## config.mk

```make
export PLATFORM = sky130hd
export DESIGN_NAME = if_fetch_stage
export DESIGN_NICKNAME = d
export VERILOG_FILES = /design/src/rtl/lc3b_types.sv /design/src/rtl/register.sv /design/src/rtl/if_fetch_stage.sv
export SDC_FILE = /design/constraint.sdc
export NUM_CORES = 1
export LEC_CHECK = 0
export ABC_AREA = 1
export BUFFER_PORTS_ARGS = -buffer_cell sky130_fd_sc_hd__buf_4
export CORE_MARGIN = 3
export CORE_UTILIZATION = 45
export CTS_CLUSTER_DIAMETER = 60
export DETAILED_ROUTE_END_ITERATION = 16
export MAX_ROUTING_LAYER = met4
export PLACE_DENSITY = 0.69
export SYNTH_ARGS = -nofsm -noshare
export SYNTH_HDL_FRONTEND = slang
export SYNTH_HIERARCHICAL = 1
export SYNTH_SLANG_ARGS = --single-unit
```

## constraint.sdc

```tcl
create_clock -name clk -period 2 [get_ports clk]
set_input_delay 0.1 -clock clk [delete_from_list [all_inputs] [get_ports clk]]
set_output_delay 0.1 -clock clk [all_outputs]
set_load 0.01 [all_outputs]
```

## src/rtl/lc3b_types.sv

```systemverilog
// Shared LC-3b types for the fetch stage: machine word and fetch FSM states.
package lc3b_types;

  localparam int unsigned WORD_W = 16;

  typedef logic [WORD_W-1:0] lc3b_word;

  typedef enum logic [1:0] {
    FETCH  = 2'd0,
    HOLD   = 2'd1,
    SQUASH = 2'd2
  } lc3b_fetch_state;

  // Instruction addresses are halfword aligned; bit 0 is dropped.
  function automatic lc3b_word align_word(input lc3b_word addr);
    return {addr[WORD_W-1:1], 1'b0};
  endfunction

endpackage

```

## src/rtl/register.sv

```systemverilog
// Loadable register with asynchronous active-low reset to a fixed value.
module register #(
  parameter int unsigned     WIDTH     = 16,
  parameter logic [WIDTH-1:0] RESET_VAL = '0
) (
  input  logic             clk,
  input  logic             reset_n,
  input  logic             load,
  input  logic [WIDTH-1:0] d,
  output logic [WIDTH-1:0] q
);

  always_ff @(posedge clk or negedge reset_n) begin
    if (!reset_n)  q <= RESET_VAL;
    else if (load) q <= d;
  end

endmodule

```

## src/rtl/if_fetch_stage.sv

```systemverilog
// LC-3b instruction-fetch stage feeding the IF/ID latch.
// Optional perf counters (fetch_count, bubble_count) under IF_FETCH_PERF_CNT_EN.
module if_fetch_stage
  import lc3b_types::*;
#(
  parameter lc3b_word RESET_PC = 16'h0000
) (
  input  logic     clk,
  input  logic     reset_n,
  input  logic     stall_in,
  input  logic     redirect_valid,
  input  lc3b_word redirect_pc,
  output logic     imem_read,
  output lc3b_word imem_address,
  input  logic     imem_resp,
  input  lc3b_word imem_rdata,
  output lc3b_word ir_out,
  output lc3b_word pc_out,
  output logic     load_latch,
  output logic     inject_nop
`ifdef IF_FETCH_PERF_CNT_EN
  ,
  output logic [15:0] fetch_count,
  output logic [15:0] bubble_count
`endif
);

  lc3b_fetch_state state, state_next;
  lc3b_word        pc, pc_next, pc_plus2, buffer, pending, target;
  lc3b_word        deliver_word;
  logic            pc_load, buffer_load, pending_load;
  logic            read_req, deliver, deliver_g;

  assign pc_plus2 = pc + 16'd2;
  assign target   = align_word(redirect_pc);

  register #(.WIDTH(WORD_W), .RESET_VAL(RESET_PC)) u_pc (
    .clk(clk), .reset_n(reset_n), .load(pc_load), .d(pc_next), .q(pc)
  );

  register #(.WIDTH(WORD_W), .RESET_VAL('0)) u_buffer (
    .clk(clk), .reset_n(reset_n), .load(buffer_load), .d(imem_rdata), .q(buffer)
  );

  register #(.WIDTH(WORD_W), .RESET_VAL('0)) u_pending (
    .clk(clk), .reset_n(reset_n), .load(pending_load), .d(target), .q(pending)
  );

  always_ff @(posedge clk or negedge reset_n) begin
    if (!reset_n) state <= FETCH;
    else          state <= state_next;
  end

  // Next state, register loads and delivery decision; redirect beats stall.
  always_comb begin
    state_next   = state;
    pc_load      = 1'b0;
    pc_next      = pc_plus2;
    buffer_load  = 1'b0;
    pending_load = 1'b0;
    read_req     = 1'b0;
    deliver      = 1'b0;
    deliver_word = '0;
    case (state)
      FETCH: begin
        read_req = 1'b1;
        if (redirect_valid) begin
          if (imem_resp) begin
            pc_load = 1'b1;
            pc_next = target;
          end else begin
            pending_load = 1'b1;
            state_next   = SQUASH;
          end
        end else if (imem_resp) begin
          if (stall_in) begin
            buffer_load = 1'b1;
            state_next  = HOLD;
          end else begin
            deliver      = 1'b1;
            deliver_word = imem_rdata;
            pc_load      = 1'b1;
          end
        end
      end
      HOLD: begin
        if (redirect_valid) begin
          pc_load    = 1'b1;
          pc_next    = target;
          state_next = FETCH;
        end else if (!stall_in) begin
          deliver      = 1'b1;
          deliver_word = buffer;
          pc_load      = 1'b1;
          state_next   = FETCH;
        end
      end
      SQUASH: begin
        // The stale read must complete before the new target can be fetched.
        read_req = 1'b1;
        if (imem_resp) begin
          pc_load    = 1'b1;
          pc_next    = redirect_valid ? target : pending;
          state_next = FETCH;
        end else if (redirect_valid) begin
          pending_load = 1'b1;
        end
      end
      default: state_next = FETCH;
    endcase
  end

  assign deliver_g    = reset_n & deliver;
  assign load_latch   = reset_n & (~stall_in | redirect_valid);
  assign inject_nop   = load_latch & ~deliver_g;
  assign imem_read    = reset_n & read_req;
  assign imem_address = reset_n ? pc : '0;
  assign ir_out       = deliver_g ? deliver_word : '0;
  assign pc_out       = deliver_g ? pc_plus2 : '0;

`ifdef IF_FETCH_PERF_CNT_EN
  // Saturating event counters.
  always_ff @(posedge clk or negedge reset_n) begin
    if (!reset_n) begin
      fetch_count  <= '0;
      bubble_count <= '0;
    end else begin
      if (deliver_g && fetch_count != 16'hFFFF)
        fetch_count <= fetch_count + 16'd1;
      if (inject_nop && !redirect_valid && bubble_count != 16'hFFFF)
        bubble_count <= bubble_count + 16'd1;
    end
  end
`endif

endmodule

```

======== Word level (Yosys, flattened, before mapping) ========
Cells that the tools add are included.
word-level totals
  logic and storage cells ................. 64
  register bits ........................... 49
  input bits .............................. 37
  output and inout port bits .............. 51
cells by class
  $add $sub $neg .......................... 1
  equal/unequal tests ..................... 7
  bitwise operators ....................... 7
  mux-type cells .......................... 42
  reduce and logical (&&, ||, !) cells .... 3
operators with widths
  operator                                             number
  two-way mux 16 bit                                   13
  case mux 16 bit (3 select lines)                     1
  case mux 16 bit (2 select lines)                     1
  adder 16 x 2 -> 16 bit, second input constant        1
  two-way mux 1 bit                                    16
  two-way mux 2 bit                                    7
  inequality test 3 bit, second input constant         4
  case mux 2 bit (3 select lines)                      1
  AND reduction 5 bit                                  1
  AND 1 bit                                            4
  case mux 1 bit (2 select lines)                      2
  case mux 1 bit (3 select lines)                      1
  equality test 2 x 1 -> 1 bit, second input constant  1
  equality test 2 bit, second input constant           1
  zero test 2 bit                                      1
  inequality test 2 bit, second input constant         1
  inverter 1 bit                                       2
  OR reduction 2 bit                                   1
  OR 1 bit                                             1

======== Depth between registers and ports, before layout ========
  word-level depth ........................ 7
  depth in mapped cells ................... 11
  depth with buffers taken out ............ 11

======== Hierarchy ========
The synthesis kept the hierarchy.
by module, submodules not included
  module          times used  area each (µm²)  sequential area each (µm²)  cells an instance
  register        3           644.4            400.4                       68
  if_fetch_stage  1           1704.1           50.0                        358

======== Worst setup path after synthesis ========
OpenSTA, ideal clock, no wires.
  path type ............................... register to output
  from .................................... register u_pc.q[1]
  to ...................................... output port pc_out[9]
  arrival time ............................ 1.435 ns
  cell stages (with the launch flop) ...... 7
  slack ................................... 0.465 ns
  path buffers ............................ 0
  required time ........................... 1.900 ns
  cells stage by stage .................... dfrtp_1 ha_1 nand3_1 nor2_2 nand2_1 xnor2_1 nor2b_1
on the way
  longest elaborated chain between the ends .. 2
RTL lines
  item                      line                   RTL
  start: declaration        register.sv:10         output logic [WIDTH-1:0] q
  start signal: assignment  register.sv:14         if (!reset_n) q <= RESET_VAL;
  start signal: assignment  register.sv:15         else if (load) q <= d;
  adder 16 x 2 -> 16 bit    if_fetch_stage.sv:34   assign pc_plus2 = pc + 16'd2;
  two-way mux 16 bit        if_fetch_stage.sv:119  assign pc_out = deliver_g ? pc_plus2 : '0;
  end: declaration          if_fetch_stage.sv:18   output lc3b_word pc_out,
No other way between the ends.

======== Final worst setup path ========
  from .................................... register u_pc.q[2]
  to ...................................... output port pc_out[15]
Same word-level chain as after synthesis.

==> impl_results.md <==
* Die W at 95.9 microns
* Reg power frac at 45.9%
* Synth Area per Inst at 6.47 sq um
* Placer Congestion at 0.880
* Core Box Area at 7770 sq um
* Layout cells sized above 1 at 23.0%
* Largest net degree at the start of global routing at 49
* Post-Syn Area at 3640 sq um
* DR pass1 iterations at 5
* Die ar. at 9200 sq um
* Pint at 1920 uW
* CP max stage cell: dfrtp_1
* Worst skew pair latency at 0.31 ns
* Combinational share of power at 34.9%
* Status: complete, no violations
* Required @ worst endpoint at 1.90 ns
* Power per cell area at 684 nW/um^2
* Gr usage total at 21.5%
* Psw at 1200 uW
* Slew Viols, Final at 0
* Routed len/inst at 12.1 microns
* R2R cell count at 8
* Port Buf Inserts at 86
* Root Driver: clkbuf_8
* Fmax achieved at 534 MHz
* Sw Ratio at 38.4%
* Yosys synthesis warning count at 6
* Commonest non-fill, non-tap cell in the layout: nand2_1
* Post-DR vias/cell at 4.67
* TritonCTS Buffers at 5
* Most frequent cells in the layout: 226 x nand2_1, 98 x buf_4, 92 x inv_1, 50 x nor2_1, 49 x dfrtp_1
* Die Y-Extent at 95.9 microns
* Critical path cell sequence: ha_2 > nand3_2 > nor2_4 > buf_4 > nand3_1 > nand2_1 > nand2_1 > nor2_1 > buf_4
* Crit path launch type: register
* Leak at 0.00255 uW
* Clk buf depth at 2
* Initial antenna violation count at 0
* RSZ-0062 raised after global routing: false
* CP Max Fanout at 6
* CTS tree: yes
* Mapped Nets at 600
* Syn Inst Count at 562
* Clk pwr share at 19.2%
* Synthesized flop and latch total at 50
* Hold depth at 3
* Netlist cell types at 35
* Fin crit period at 1.87 ns
* Htree depth at 2
* 1st-iter DRT viols at 122
* Crit share post-route at 93.7%
* Placed cell area at 4300 sq um
* Endpoints failing hold at 0
* Vias in the first global route at 3271
* Final setup viols at 0
* Clk_skew at 0.00956 ns
* Hold Path Class: primary input to register
* Worst Path Arrival at 1.77 ns
* # Max-Cap Violations at 0
* Sequential area share after synthesis at 34.4%
* First-pass GRT wire length at 15400 microns
* Total grt overflow at 0
* Max VDD drop at 0.000343 V
* WS Path Type: register to output pin
* Row count at 32
* TritonCTS sink count at 50
* Fin Setup TNS at 0 ns
* Initial core utilization at 46.8%
* IO Count at 88
* # DRC at 0
* HPWL Detailed at 7070 microns
* Vias at 3562
* N_diodes at 0
* Clk slew on worst S/H paths at 0.10 ns
* Fin nets at 697
* Max incr delay on CP at 0.37 ns
* Final wirelength at 9230 microns
* Layout area overhead at 25.5%
* CP Capture Type: output pin
* Fin area at 4560 sq um
* ANT nets after route at 0
state kept, by name, summed over array words and instances, names as in the netlist:
signal,flops
state,2
u_buffer/q,16
u_pc/q,16
u_pending/q,16
cells in the mapped netlist, drive strengths merged:
master	number	share of area, %
o21ai	7	0.96
nand3b	1	0.21
nand2b	1	0.17
clkbuf	3	0.31
nand4	10	2.1
nor2	55	6.1
xnor2	4	0.96
a211oi	2	0.41
nor2b	1	0.17
xor2	2	0.48
conb	1	0.10
inv	100	11
nand3	12	2.0
dfrtp	50	34
o21bai	1	0.21
ha	1	0.34
nand2	246	27
nor3	1	0.14
buf	19	5.6
or2	1	0.17
o22ai	24	4.1
a21oi	17	2.6
o221ai	3	0.72
routing by layer:
metal	vias to the layer above	global-route usage [%]	part of all wire [%]
met2	93	33.3	45
met1	1568	30.2	48
li1	1895	-	-
met5	-	-	0
met3	6	3.05	5.6
met4	0	4.62	0.75
critical path, delay by kind of cell (launching register included):
family / cells / cell delay [ns]
buffers and inverters: 2 / 0.28
AND/OR/NAND/NOR: 6 / 0.61
flip-flops: 1 / 0.37
adder cells (fa/ha/maj): 1 / 0.21
final timing paths:
check / slack, ns / endpoint / from
min in group asynchronous: 0.24 / state[1] / reset_n
max in group asynchronous: 1.22 / u_pc/q[9] / reset_n
max reg2reg: 0.26 / u_pc/q[2] / state[0]
min reg2reg: 0.48 / u_buffer/q[13] / u_buffer/q[13]
min: 0.001 / u_pending/q[2] / redirect_pc[2]
max: 0.13 / pc_out[15] / u_pc/q[2]
metrics by stage:
stage | setup WS, ns | util (%) | instances | hold WS, ns | total power (uW)
floorplan | 0.465 | - | 562 | -0.196 | 2110
global placement | 0.326 | 55.4 | 740 | 0.0214 | 2460
detailed placement | 0.272 | 55.4 | 740 | 0.0240 | 2490
CTS | 0.0108 | 58.3 | 761 | 0.0000140 | 3120
global route | 0.00884 | 58.8 | 762 | 0.00413 | 3370
finish | 0.127 | 58.8 | 762 | 0.00129 | 3120
cell families after synthesis:
family | after synthesis | synth area share, %
simple gates | 328 | 38.0
buf+inv | 122 | 16.6
compound gates | 54 | 9.08
flops | 50 | 34.4
xor+xnor | 6 | 1.44
fa+ha+maj | 1 | 0.344
other cells | 1 | 0.103
area by class of cell:
type | count | area [sq um]
clock buffers | 5 | 68.8
clock inverters | 3 | 21.3
fillers | 790 | 3200
inverters | 100 | 390
multi-input cells | 390 | 1820
flip-flops and latches | 50 | 1250
well taps | 102 | 128
repair buffers | 112 | 887
timing repair:
item / 4_1_cts / 5_1_grt
cloned: 0 / 0
hold buffers: 12 / 0
hold endpoints to repair: 29 / 0
pin swaps: 0 / 2
buffers inserted: 1 / 1
resized for setup: 1 / 7
endpoints found under the setup margin: 3 / 33
power groups by stage:
stage	logic [uW]	clock network, uW	registers [uW]
floorplan	715	0	1400
global placement	1020	0	1440
detailed placement	1040	0	1450
CTS	1080	617	1430
global route	1250	654	1460
finish	1090	599	1430
Note: power is estimated with default switching activity, not from simulation.
